## src/rtl/cache_mem_arbiter.sv

```systemverilog
// cache_mem_arbiter
//   Shares the single main-memory port between iCache refills (IBEATS x 32-bit
//   beats) and dCache refills/writebacks (DBEATS x 32-bit beats). One requester
//   owns the port at a time. A burst runs beat by beat until the last beat is
//   acknowledged, then a one-cycle done pulse is issued to the owner.
//
// Ports
//   CLK, RST_N             clock (posedge) and synchronous active-low reset
//   i_req/i_addr           iCache refill request and miss address
//   i_gnt/i_rvalid/i_rdata iCache grant, beat-valid strobe and beat data
//   i_done                 one-cycle pulse after the last iCache beat
//   d_req/d_we/d_addr      dCache request, direction (1 = writeback), address
//   d_wdata/d_wready       writeback beat data and its per-beat accept strobe
//   d_gnt/d_rvalid/d_rdata dCache grant, beat-valid strobe and beat data
//   d_done                 one-cycle pulse after the last dCache beat
//   beat                   index of the current beat within the burst
//   mem_req/mem_we         beat request and direction to memory
//   mem_addr/mem_wdata     beat word address and write data
//   mem_ack/mem_rdata      beat accept and read data (same cycle as ack)
module cache_mem_arbiter #(
    parameter int IBEATS = 4,
    parameter int DBEATS = 2,
    parameter int BEAT_W = 2
) (
    input  logic              CLK,
    input  logic              RST_N,
    input  logic              i_req,
    input  logic [31:0]       i_addr,
    output logic              i_gnt,
    output logic              i_rvalid,
    output logic [31:0]       i_rdata,
    output logic              i_done,
    input  logic              d_req,
    input  logic              d_we,
    input  logic [31:0]       d_addr,
    input  logic [31:0]       d_wdata,
    output logic              d_wready,
    output logic              d_gnt,
    output logic              d_rvalid,
    output logic [31:0]       d_rdata,
    output logic              d_done,
    output logic [BEAT_W-1:0] beat,
    output logic              mem_req,
    output logic              mem_we,
    output logic [31:0]       mem_addr,
    output logic [31:0]       mem_wdata,
    input  logic              mem_ack,
    input  logic [31:0]       mem_rdata
);

    typedef enum logic [1:0] {IDLE, IRD, DRD, DWR} state_t;

    state_t            state_q;
    state_t            state_nxt;
    logic [BEAT_W-1:0] beat_q;
    logic [31:0]       base_q;
    logic              last_i_q;   // 1 = iCache was granted most recently
    logic              i_done_q;
    logic              d_done_q;
    logic              last_beat;
    logic              burst_end;

    always_comb begin
        last_beat = 1'b0;
        case (state_q)
            IRD:      last_beat = (beat_q == BEAT_W'(IBEATS - 1));
            DRD, DWR: last_beat = (beat_q == BEAT_W'(DBEATS - 1));
            default:  last_beat = 1'b0;
        endcase
    end

    assign burst_end = (state_q != IDLE) && mem_ack && last_beat;

    // State register, beat counter, done pulses and round-robin flag
    always_ff @(posedge CLK) begin
        if (!RST_N) begin
            state_q  <= IDLE;
            beat_q   <= '0;
            last_i_q <= 1'b1;
            i_done_q <= 1'b0;
            d_done_q <= 1'b0;
        end else begin
            state_q  <= state_nxt;
            i_done_q <= burst_end && (state_q == IRD);
            d_done_q <= burst_end && (state_q != IRD);
            if (burst_end) begin
                beat_q   <= '0;
                last_i_q <= (state_q == IRD);
            end else if ((state_q != IDLE) && mem_ack) begin
                beat_q <= beat_q + BEAT_W'(1);
            end
        end
    end

    // Burst base address, captured on the grant edge and aligned to the block
    always_ff @(posedge CLK) begin
        if (state_q == IDLE) begin
            if (state_nxt == IRD)
                base_q <= i_addr & ~32'hF;
            else if (state_nxt != IDLE)
                base_q <= d_addr & ~32'h7;
        end
    end

    // Next-state: the cycle showing a done pulse is a mandatory dead cycle so
    // a requester that still holds its request cannot be re-granted for the
    // burst that just finished.
    always_comb begin
        state_nxt = state_q;
        case (state_q)
            IDLE: begin
                if (!(i_done_q || d_done_q)) begin
                    if (i_req && (!d_req || !last_i_q))
                        state_nxt = IRD;
                    else if (d_req)
                        state_nxt = d_we ? DWR : DRD;
                end
            end
            default: begin
                if (burst_end)
                    state_nxt = IDLE;
            end
        endcase
    end

    // Outputs
    always_comb begin
        i_gnt    = (state_q == IRD);
        d_gnt    = (state_q == DRD) || (state_q == DWR);
        mem_req  = (state_q != IDLE);
        mem_we   = (state_q == DWR);
        i_rvalid = (state_q == IRD) && mem_ack;
        d_rvalid = (state_q == DRD) && mem_ack;
        d_wready = (state_q == DWR) && mem_ack;
        mem_addr = base_q + {{(30 - BEAT_W){1'b0}}, beat_q, 2'b00};
    end

    assign i_rdata   = mem_rdata;
    assign d_rdata   = mem_rdata;
    assign mem_wdata = d_wdata;
    assign i_done    = i_done_q;
    assign d_done    = d_done_q;
    assign beat      = beat_q;

endmodule

```

## config.mk

```make
export PLATFORM = sky130hd
export DESIGN_NAME = cache_mem_arbiter
export DESIGN_NICKNAME = d
export VERILOG_FILES = /design/src/rtl/cache_mem_arbiter.sv
export SDC_FILE = /design/constraint.sdc
export NUM_CORES = 1
export LEC_CHECK = 0
export ABC_AREA = 1
export ABC_CLOCK_PERIOD_IN_PS = 3550
export BUFFER_PORTS_ARGS = -buffer_cell sky130_fd_sc_hd__buf_4
export CORE_ASPECT_RATIO = 0.8
export CORE_MARGIN = 1.5
export CORE_UTILIZATION = 25
export CTS_BUF_LIST = sky130_fd_sc_hd__clkbuf_8
export DETAILED_ROUTE_END_ITERATION = 8
export GPL_ROUTABILITY_DRIVEN = 0
export PLACE_DENSITY = 0.63
export SYNTH_ARGS = -nofsm -noshare
export SYNTH_HDL_FRONTEND = slang
export SYNTH_SLANG_ARGS = --single-unit
```

## constraint.sdc

```tcl
create_clock -name CLK -period 3.55 [get_ports CLK]
set_input_delay 1.065 -clock CLK [delete_from_list [all_inputs] [get_ports CLK]]
set_output_delay 1.065 -clock CLK [all_outputs]
set_load 0.02 [all_outputs]
```

==> qor.yml <==
critPathCaptureType: "output pin"
gr-total-overflow: 0
grt_start_max_net_pins: 31
cts_bufs_inserted: 5
grt_antenna_before_repair: 0
finalSetupViolations: 0
cts_root_buffer: "clkbuf_8"
achievable-frequency_ghz: 0.307
placeableCoreArea_um2: 12300
fin_crit_sh_pct: 91.8
crit_start: "beat[1]"
rsz_0062_raised_after_global_routing: "false"
io_pins: 273
p_per_area_nw_per_um2: 437
type_of_the_setup_path_with_the_least_slack: "flop to output pin"
floorplan.rows: 36
power.leakage_nw: 1.65
die_area_um2: 13500
tritoncts: "done"
ys_ff_latch: 36
crit_arrival_ns: 2.19
num-nets-final: 579
synth_most_common_cell: "nand2_1"
die_height_um: 104
synth_top_cells_by_area: "edfxtp_1, buf_4, nand2_1"
fp.dieW_um: 129
worst_skew_pair.late_latency_ns: 0.28
synthDistinctLibCells: 31
synth_flop_cell: "edfxtp_1"
post-route-worst-setup-slack_ns: 0.290
reg_clk_slew_reported_paths_ns: 0.07
synthesis.area_per_instance_um2: 7.30
finClkSkew_ns: 0.0149
tightestPinTransition_ns: 0.510
clock_sink_count: 36
critical_path_end: "mem_addr[19]"
synth-async-reset-ratio_pct: 0
area.growth.synth_to_final_pct: 8.88
ff2ff_path_depth: 9
maximum_clock_path_buffer_count: 2
flop_to_flop_setup_slack_ns: 1.44
final_max_slew_viol_count: 0
mappedNetlistArea_um2: 3200
drt_first_pass_iters: 4
synth.top_cells.by_count: "nand2_1, buf_4, nor2_1"
postRouteWirelength_um: 7810
max_cap_violations: 0
hold_viol_final: 0
cts_setup_buffers: 0
antenna-diode-count: 0
nFillCells: 1356
timing.slew.headroom_pct: 65.8
min-delay-path-class: "flop to flop"
route.detailed.vias_per_inst: 4.26
regToRegStartpoint: "state_q[1]"
floorplan.initialDensity_pct: 25.9
final.setup.tns_ns: 0
synth-edff-count: 29
number_of_input_and_output_port_buffers_inserted: 103
first_global_vias: 2484
yosys_warnings: 0
drt_antenna_net_count: 0
track_usage_pct: 11.1
syn-instance-count: 438
avgRoutedWirePerCell_um: 12.7
dpl_wire_length_um: 6580
start_kind: "flop"
ir_worst_vdd_mv: 0.137
timing.final.crit_period_ns: 3.26
remaining_drc_errors: 0
cts-htree-levels: 2
final_layout_size_suffix_gt1_share_pct: 28.6
path_max_fanout: 5
postCtsHoldBufs: 0
first_pass_grt_wire_length_um: 11800
critPathRequiredTime_ns: 2.48
timing.rr.end: "base_q[24]"
synth-seq-area-share_pct: 31.6
vias: 2622
status: "finished clean"
netlist.area_leader.share_pct: 27.2
dp_worst_setup_slack_ns: 0.574
post_cts_resized: 0
drt_iter0_drc: 132
yosys.area.top_type: "edfxtp_1"
[where the power goes]
group	internal [W]	switching [W]	total, W
Clock	0.000132	0.000130	0.000261
Sequential	0.000566	0.0000860	0.000652
Combinational	0.000237	0.000372	0.000609
[flip-flops by register name, summed over array words and instances, names as in the netlist]
signal / flops
beat: 2
i_done: 1
base_q: 29
d_done: 1
last_i_q: 1
state_q: 2
[layer usage]
layer  part of all wire (%)  wire, um  track usage (%)
met5                      0         0                0
met4                    2.8       216             5.48
met3                    5.4       421             1.90
met2                     47      3670             18.0
met1                     45      3500             14.1
[worst min path at each step]
stage	cells past startpoint	endpoint	from
detailed placement	2	last_i_q	last_i_q
global route	2	last_i_q	last_i_q
global placement	2	last_i_q	last_i_q
finish	2	last_i_q	last_i_q
CTS	2	last_i_q	last_i_q
floorplan	2	last_i_q	last_i_q
[cell usage in the layout (no fill, tap or decap)]
cell type,instances
buf_4,106
nor4_1,1
a21boi_1,1
nand2_2,2
xor2_1,12
clkinv_2,1
nand2_1,130
or2_2,1
clkbuf_8,5
dfxtp_1,7
a21oi_1,2
nor3_1,9
nand2_4,1
nor3_2,1
o21ai_0,4
xnor2_1,5
nand4_1,5
nand3_1,38
nor3b_1,2
conb_1,2
nor2_2,4
nor2_1,39
nand4_2,1
nand3_2,2
inv_1,25
inv_2,2
a21oi_4,1
nand3b_1,4
edfxtp_1,29
ha_1,2
[metrics by stage]
stage               hold slack, ns  total power [W]  instance area, um2  util (%)  std cells
floorplan                    0.454          0.00117                3200         -        439
finish                       0.505          0.00152                3480      28.2        615
global route                 0.540          0.00162                3480      28.2        615
CTS                          0.505          0.00154                3480      28.2        615
global placement             0.472          0.00127                3400      27.5        607
detailed placement           0.492          0.00128                3400      27.5        607
[cell type report]
| cell class | instances | area (um2) | share of cell area (%) |
|---|---|---|---|
| Multi-Input combinational cell | 269 | 1280 | 36.9 |
| Timing Repair Buffer | 106 | 796 | 22.9 |
| Clock buffer | 5 | 68.8 | 1.98 |
| Tap cell | 171 | 214 | 6.15 |
| Sequential cell | 36 | 1010 | 29.0 |
| Inverter | 25 | 93.8 | 2.70 |
| Clock inverter | 3 | 12.5 | 0.359 |
[critical path, stage by stage (launching register included)]
cell and delay, ns:
dfxtp_1 0.40, ha_1 0.22, ha_1 0.27, nand2_1 0.18, nor2_1 0.26, nand2_1 0.13, o21ai_0 0.20, nand2_1 0.09
buf_4 0.17
[kinds of logic after synthesis]
kind of cell             share of synthesized area (%)
AND/OR/NAND/NOR                                   32.8
buffers and inverters                             28.4
flip-flops                                        31.6
XOR/XNOR                                          4.66
AO/OA/AOI/OAI                                     1.68
adder cells (fa/ha/maj)                          0.783
other                                            0.117
Power figures use the tool's default switching activity.
